### config.mk
export PLATFORM = sky130hd
export DESIGN_NAME = switch_cfg_loader_flat
export DESIGN_NICKNAME = d
export VERILOG_FILES = /design/src/rtl/switch_cfg_pkg.sv /design/src/rtl/switch_cfg_loader_if.sv /design/src/rtl/cfg_field_deser.sv /design/src/rtl/switch_cfg_loader.sv /design/src/flat_wrapper.sv
export SDC_FILE = /design/constraint.sdc
export NUM_CORES = 1
export LEC_CHECK = 0
export ABC_CLOCK_PERIOD_IN_PS = 5600
export CORE_UTILIZATION = 56
export CTS_BUF_LIST = sky130_fd_sc_hd__clkbuf_8
export DETAILED_ROUTE_END_ITERATION = 8
export GPL_ROUTABILITY_DRIVEN = 0
export PLACE_DENSITY_LB_ADDON = 0.3
export SLEW_MARGIN = 10
export SYNTH_ARGS = -nofsm -noshare
export SYNTH_HDL_FRONTEND = slang
export SYNTH_SLANG_ARGS = --single-unit
### constraint.sdc
create_clock -name clk -period 5.6 [get_ports clk]
set_input_delay 1.12 -clock clk [delete_from_list [all_inputs] [get_ports clk]]
set_output_delay 1.12 -clock clk [all_outputs]
set_load 0.1 [all_outputs]
### src/rtl/switch_cfg_pkg.sv
// rtl/switch_cfg_pkg.sv - shared constants, types and range rule for the switch config loader
package switch_cfg_pkg;

    localparam int N_TB      = 5;
    localparam int N_LR      = 4;
    localparam int ENTRY_W   = 6;
    localparam int N_ENTRIES = 2 * N_TB + 2 * N_LR;
    localparam int CFG_W     = N_ENTRIES * ENTRY_W;

    localparam logic [7:0] SYNC_WORD = 8'hA5;

    // Source side codes carried in entry bits [2:0]
    localparam logic [2:0] SIDE_NONE   = 3'd0;
    localparam logic [2:0] SIDE_TOP    = 3'd1;
    localparam logic [2:0] SIDE_RIGHT  = 3'd2;
    localparam logic [2:0] SIDE_BOTTOM = 3'd3;
    localparam logic [2:0] SIDE_LEFT   = 3'd4;

    // Entry index offsets into the route set
    localparam int TOP_BASE   = 0;
    localparam int BOT_BASE   = 5;
    localparam int LEFT_BASE  = 10;
    localparam int RIGHT_BASE = 14;

    localparam logic [1:0] ERR_NONE  = 2'b00;
    localparam logic [1:0] ERR_CHK   = 2'b01;
    localparam logic [1:0] ERR_RANGE = 2'b10;

    typedef enum logic [1:0] {
        HUNT   = 2'd0,
        LOAD   = 2'd1,
        CHECK  = 2'd2,
        COMMIT = 2'd3
    } load_state_t;

    // True when an entry names a source wire that does not exist on its side
    function automatic logic entry_out_of_range(input logic [ENTRY_W-1:0] e);
        logic [2:0] side;
        logic [2:0] idx;
        logic       bad;
        side = e[2:0];
        idx  = e[5:3];
        case (side)
            SIDE_NONE:               bad = 1'b0;
            SIDE_TOP, SIDE_BOTTOM:   bad = (idx >= 3'(N_TB));
            SIDE_RIGHT, SIDE_LEFT:   bad = (idx >= 3'(N_LR));
            default:                 bad = 1'b1;
        endcase
        return bad;
    endfunction

endpackage

### src/rtl/switch_cfg_loader_if.sv
// rtl/switch_cfg_loader_if.sv - serial config stream handshake between source and loader
interface switch_cfg_loader_if;

    logic cfg_valid;
    logic cfg_bit;
    logic cfg_ready;
    logic cfg_abort;

    modport master (
        output cfg_valid,
        output cfg_bit,
        output cfg_abort,
        input  cfg_ready
    );

    modport slave (
        input  cfg_valid,
        input  cfg_bit,
        input  cfg_abort,
        output cfg_ready
    );

endinterface

### src/rtl/cfg_field_deser.sv
// rtl/cfg_field_deser.sv - 6-bit serial-in field deserialiser with completion strobe
module cfg_field_deser
    import switch_cfg_pkg::*;
(
    input  logic               clk,
    input  logic               rst_n,
    input  logic               clear,
    input  logic               shift_en,
    input  logic               bit_in,
    output logic [ENTRY_W-1:0] field,
    output logic               field_done
);

    logic [ENTRY_W-2:0] sr;
    logic [2:0]         bit_cnt;

    // The completed field includes the bit arriving this cycle so the parent can use it on the same edge
    assign field      = {sr, bit_in};
    assign field_done = shift_en & (bit_cnt == 3'(ENTRY_W - 1));

    // Shift register and bit counter; counter wraps after each full field
    always_ff @(posedge clk or negedge rst_n) begin
        if (!rst_n) begin
            sr      <= '0;
            bit_cnt <= '0;
        end else if (clear) begin
            sr      <= '0;
            bit_cnt <= '0;
        end else if (shift_en) begin
            sr      <= field[ENTRY_W-2:0];
            bit_cnt <= field_done ? 3'd0 : bit_cnt + 3'd1;
        end
    end

endmodule

### src/rtl/switch_cfg_loader.sv
// rtl/switch_cfg_loader.sv - sync hunt, route deserialise, check and atomic commit to the switch matrix
module switch_cfg_loader
    import switch_cfg_pkg::*;
(
    input  logic                 clk,
    input  logic                 rst_n,
    switch_cfg_loader_if.slave   cfg,
    output logic [CFG_W-1:0]     cfg_out,
    output logic                 cfg_done,
    output logic                 cfg_err,
    output logic [1:0]           err_code,
    output logic                 busy
);

    load_state_t        state;
    load_state_t        state_nxt;

    logic [7:0]         sync_win;
    logic               xfer;
    logic               sync_hit;
    logic [4:0]         entry_idx;
    logic [ENTRY_W-1:0] chk_acc;
    logic [ENTRY_W-1:0] rx_chk;
    logic               range_err;
    logic [CFG_W-1:0]   shadow;

    logic               deser_clr;
    logic               deser_en;
    logic [ENTRY_W-1:0] field;
    logic               field_done;

    // Abort wins over a same-cycle transfer, so the bit is dropped rather than consumed
    assign xfer      = cfg.cfg_valid & cfg.cfg_ready & ~cfg.cfg_abort;
    assign sync_hit  = (state == HUNT) & xfer & ({sync_win[6:0], cfg.cfg_bit} == SYNC_WORD);
    assign deser_en  = xfer & ((state == LOAD) | (state == CHECK));
    assign deser_clr = sync_hit | cfg.cfg_abort;

    cfg_field_deser u_deser (
        .clk        (clk),
        .rst_n      (rst_n),
        .clear      (deser_clr),
        .shift_en   (deser_en),
        .bit_in     (cfg.cfg_bit),
        .field      (field),
        .field_done (field_done)
    );

    // State register
    always_ff @(posedge clk or negedge rst_n) begin
        if (!rst_n) begin
            state <= HUNT;
        end else begin
            state <= state_nxt;
        end
    end

    // Next-state logic; abort returns to sync hunt from anywhere
    always_comb begin
        state_nxt = state;
        if (cfg.cfg_abort) begin
            state_nxt = HUNT;
        end else begin
            case (state)
                HUNT:    if (sync_hit) state_nxt = LOAD;
                LOAD:    if (deser_en && field_done && entry_idx == 5'(N_ENTRIES - 1)) state_nxt = CHECK;
                CHECK:   if (deser_en && field_done) state_nxt = COMMIT;
                COMMIT:  state_nxt = HUNT;
                default: state_nxt = HUNT;
            endcase
        end
    end

    // State-decoded outputs: only the single commit cycle refuses bits
    always_comb begin
        cfg.cfg_ready = 1'b1;
        busy          = 1'b0;
        if (state == COMMIT) cfg.cfg_ready = 1'b0;
        if (state != HUNT)   busy          = 1'b1;
    end

    // Sync window; cleared on a match so a new hunt never reuses bits of the previous frame
    always_ff @(posedge clk or negedge rst_n) begin
        if (!rst_n) begin
            sync_win <= '0;
        end else if (cfg.cfg_abort || sync_hit) begin
            sync_win <= '0;
        end else if (state == HUNT && xfer) begin
            sync_win <= {sync_win[6:0], cfg.cfg_bit};
        end
    end

    // Entry capture into the shadow store with running checksum and sticky range flag
    always_ff @(posedge clk or negedge rst_n) begin
        if (!rst_n) begin
            entry_idx <= '0;
            chk_acc   <= '0;
            range_err <= 1'b0;
            shadow    <= '0;
        end else if (sync_hit) begin
            entry_idx <= '0;
            chk_acc   <= '0;
            range_err <= 1'b0;
        end else if (state == LOAD && deser_en && field_done) begin
            shadow[entry_idx*ENTRY_W +: ENTRY_W] <= field;
            chk_acc   <= chk_acc ^ field;
            range_err <= range_err | entry_out_of_range(field);
            entry_idx <= entry_idx + 5'd1;
        end
    end

    // Received checksum field
    always_ff @(posedge clk or negedge rst_n) begin
        if (!rst_n) begin
            rx_chk <= '0;
        end else if (state == CHECK && deser_en && field_done) begin
            rx_chk <= field;
        end
    end

    // Commit decision: range error outranks checksum error; only a clean frame reaches cfg_out
    always_ff @(posedge clk or negedge rst_n) begin
        if (!rst_n) begin
            cfg_out  <= '0;
            cfg_done <= 1'b0;
            cfg_err  <= 1'b0;
            err_code <= ERR_NONE;
        end else begin
            cfg_done <= 1'b0;
            cfg_err  <= 1'b0;
            if (state == COMMIT && !cfg.cfg_abort) begin
                if (range_err) begin
                    cfg_err  <= 1'b1;
                    err_code <= ERR_RANGE;
                end else if (rx_chk != chk_acc) begin
                    cfg_err  <= 1'b1;
                    err_code <= ERR_CHK;
                end else begin
                    cfg_out  <= shadow;
                    cfg_done <= 1'b1;
                end
            end
        end
    end

endmodule
### src/flat_wrapper.sv
// flat-port wrapper written by rule: the top's interface ports become plain ports
module switch_cfg_loader_flat import switch_cfg_pkg::*;
  (clk, rst_n, cfg_out, cfg_done, cfg_err, err_code, busy, cfg_cfg_valid, cfg_cfg_bit, cfg_cfg_abort, cfg_cfg_ready);
  switch_cfg_loader_if cfg_i ();
  input  logic clk;
  input  logic rst_n;
  output logic [CFG_W-1:0] cfg_out;
  output logic cfg_done;
  output logic cfg_err;
  output logic [1:0] err_code;
  output logic busy;
  input wire logic [$bits(cfg_i.cfg_valid)-1:0] cfg_cfg_valid;
  input wire logic [$bits(cfg_i.cfg_bit)-1:0] cfg_cfg_bit;
  input wire logic [$bits(cfg_i.cfg_abort)-1:0] cfg_cfg_abort;
  output wire logic [$bits(cfg_i.cfg_ready)-1:0] cfg_cfg_ready;
  assign cfg_i.cfg_valid = cfg_cfg_valid;
  assign cfg_i.cfg_bit = cfg_cfg_bit;
  assign cfg_i.cfg_abort = cfg_cfg_abort;
  assign cfg_cfg_ready = cfg_i.cfg_ready;
  switch_cfg_loader u_core (.clk(clk), .rst_n(rst_n), .cfg(cfg_i), .cfg_out(cfg_out), .cfg_done(cfg_done), .cfg_err(cfg_err), .err_code(err_code), .busy(busy));
endmodule
==> results.toml <==
[layout]
final_util_pct = 68.9
fillers = 1588
syn_to_final_growth_pct = 19.5
layout.nets = 1379
seq_area_um2 = 6380
n_antenna_cell = 0
drive_gt1_share_pct = 13.8
multiInputGateArea_um2 = 5120

[floorplanning]
dieArea_um2 = 21600
io_pins = 119
die_height_um = 147
start_util_pct = 57.7
die_w_um = 147
num_rows = 52
core-area_um2 = 20400

[timing]
setup_violations = 0
finalCritPeriodShare_pct = 82.4
fin_tns_setup_ns = 0
hold_viol_final = 0
fmax_ghz = 0.217
rsz0062_at_grt = "false"
drv_slew = 0
min_period_ns = 4.62
relSlewSlack_pct = 20.3
worst_pin_slew_ns = 1.20
fin_worst_skew_ns = 0.0127

[yosys]
synth_fp_nets = 1253
synth_top_area_share_pct = 54.2
seq_area_frac_synth_pct = 54.2
yosysWarnings = 0
ys_async_sr_fraction_pct = 100
synth_cell_type_count = 68
yosys.area.top_type = "dfrtp_1"
synthFlopType = "dfrtp_1"
synth_common_cells = "nand2_1, dfrtp_1, mux2_2, nor2_1, clkbuf_1"
ys_seq_elements = 255
synth_edf_count = 0
netlist_area_um2 = 11800
syn_avg_cell_area_um2 = 9.58
post-synth-top-count-cell = "nand2_1"
synth_area_leaders = "dfrtp_1, nand2_1, mux2_2"
synthesis.instances = 1230

[cts]
cts_buffers = 41
clock_path_buffers = 3
clkTransAtPathRegs_ns = 0.06
cts_sinks = 255
cts_max_level = 2
cts_resized = 0
worstSkewPairLatency_ns = 0.55
cts_hold_buf = 0
cts_tree = "done"
post_cts_buffers = 0
cts_root_buffer = "clkbuf_8"

[setup_path]
startpoint_type = "flip-flop"
cp.required_ns = 6.02
critPathKind = "flip-flop to flip-flop"
path_max_fanout = 11
cpPeakStageDelay_ns = 0.84
crit_top_cell = "ha_1"
critPathSlowestCell = "o21ai_1"
cp.arrival_ns = 5.03
cp-end-kind = "flip-flop"
crit_chain = "ha_1 -> fa_1 -> a211o_1 -> and3_2 -> nor2_1 -> nor3_1 -> ha_1 -> and3_1 -> nand2_1 -> o21ai_1 -> buf_4 -> nand2b_1 -> mux2_1"

[route]
drt_wl_total_um = 29700
first_pass_iters = 6
avgViaCountPerCell = 5.74
vias = 9480
drc = 0
drt_iter0_drc = 820
wl_per_cell_um = 18.0
ant_nets = 0

[pwr]
vdd.ir_drop.worst_mv = 0.195
powerDensity_nw_per_um2 = 251
leakagePower_nw = 6.97

[global_route]
grt_max_degree = 132
grt_pass1_vias = 9528
grt_antenna_before_repair = 0
grt_usage_pct = 28.7
gr-total-overflow = 0
grt_pass1_wl_um = 49100

[flow_run]
drv_cap = 0

[hold_path]
holdCritPathClass = "flip-flop to flip-flop"

[place]
io_buffers = 118
dp_hpwl_um = 20700

[outcome]
status = "finished, final reports clean"
[stage by stage]
| stage | instance area [um2] | setup WS, ns | power (W) | std cells | hold WS, ns |
|---|---|---|---|---|---|
| detailed placement | 13300 | 0.963 | 0.00205 | 1583 | 0.451 |
| global placement | 13300 | 1.11 | 0.00205 | 1583 | 0.442 |
| global route | 14100 | 0.801 | 0.00367 | 1651 | 0.485 |
| finish | 14100 | 0.985 | 0.00353 | 1651 | 0.467 |
| floorplan | 11800 | 1.46 | 0.00198 | 1230 | 0.433 |
| CTS | 14100 | 1.01 | 0.00356 | 1651 | 0.462 |
[cell families (layout without fill, tap and decap cells)]
group	count (synthesis)	in the layout	synth area share [%]
AOI/OAI and AO/OA	140	140	7.74
xor gates and xnor gates	21	21	1.56
adders and majority gates	18	18	1.98
buffers and inverters	77	228	2.45
DFF	255	255	54.2
muxes	108	108	10.3
and+or+nand+nor	611	611	21.8
[per-layer routing]
metal  global-route usage (%)  up-vias  routed length [um]
li1                         -     4387                   -
met1                     39.3     4645               12600
met2                     47.0      373               14400
met3                     4.13       75                1950
met4                     10.4        0                 822
met5                        0        -                   0
[flip-flops by register name (all words and copies together), names as in the netlist]
name / flops
u_core.range_err: 1
u_core.entry_idx: 5
u_core.cfg_err: 1
u_core.cfg_out: 108
u_core.shadow: 108
u_core.cfg_done: 1
u_core.u_deser.bit_cnt: 3
u_core.sync_win: 7
u_core.chk_acc: 6
u_core.rx_chk: 6
u_core.err_code: 2
u_core.u_deser.sr: 5
u_core.state: 2
[where the power goes]
group,switching [W],total [W],leakage (nW),internal (W)
logic,0.000120,0.000159,2.97,0.0000394
clock network,0.000697,0.00151,0.457,0.000817
registers,0.00000845,0.00186,3.54,0.00185
[path summary, 6_finish.rpt]
kind,startpoint,to,slack [ns],cells after the start
max in group asynchronous,rst_n,u_core.shadow[4],3.95,2
min in group asynchronous,rst_n,u_core.shadow[54],0.68,1
setup reg to reg,u_core.entry_idx[1],u_core.shadow[38],0.98,13
hold reg to reg,u_core.shadow[102],u_core.cfg_out[102],0.47,2
setup / recovery,u_core.entry_idx[1],u_core.shadow[38],0.98,13
hold / removal,u_core.shadow[102],u_core.cfg_out[102],0.47,2
[worst max-delay path: cells and delay by family, from the launching register on]
kind                       cells  cell delay, ns
buffers and inverters          1            0.27
adders and majority gates      3            1.18
and+or+nand+nor                6            1.10
AOI/OAI and AO/OA              2            1.19
muxes                          1            0.32
DFF                            1            0.43
[layout by cell type, fill, tap and decap left out, types with 5 or more instances in the layout]
cell type          n
a211oi_1           6
a21oi_1           47
and2_1             6
and3_1             6
buf_4             22
clkbuf_8          51
clkdlybuf4s50_1  117
dfrtp_1          255
ha_1              17
inv_1             31
mux2_2            99
mux2i_1            7
nand2_1          436
nand2b_1           8
nand3_1           33
nand4_1            8
nor2_1            59
nor2b_1            5
nor3_1            18
nor4_1             6
o21ai_0           33
or3_1              6
xnor2_1            7
xor2_1            14
[final cells by class]
cell class / count / area share [%]
tap: 270 / 2.40
inverter: 18 / 0.480
clock buffer: 51 / 4.99
clock inverter: 17 / 0.542
sequential: 255 / 45.3
timing repair buffer: 142 / 9.88
multi-input combinational: 898 / 36.4
No activity file was read; power rests on OpenSTA's default activity.
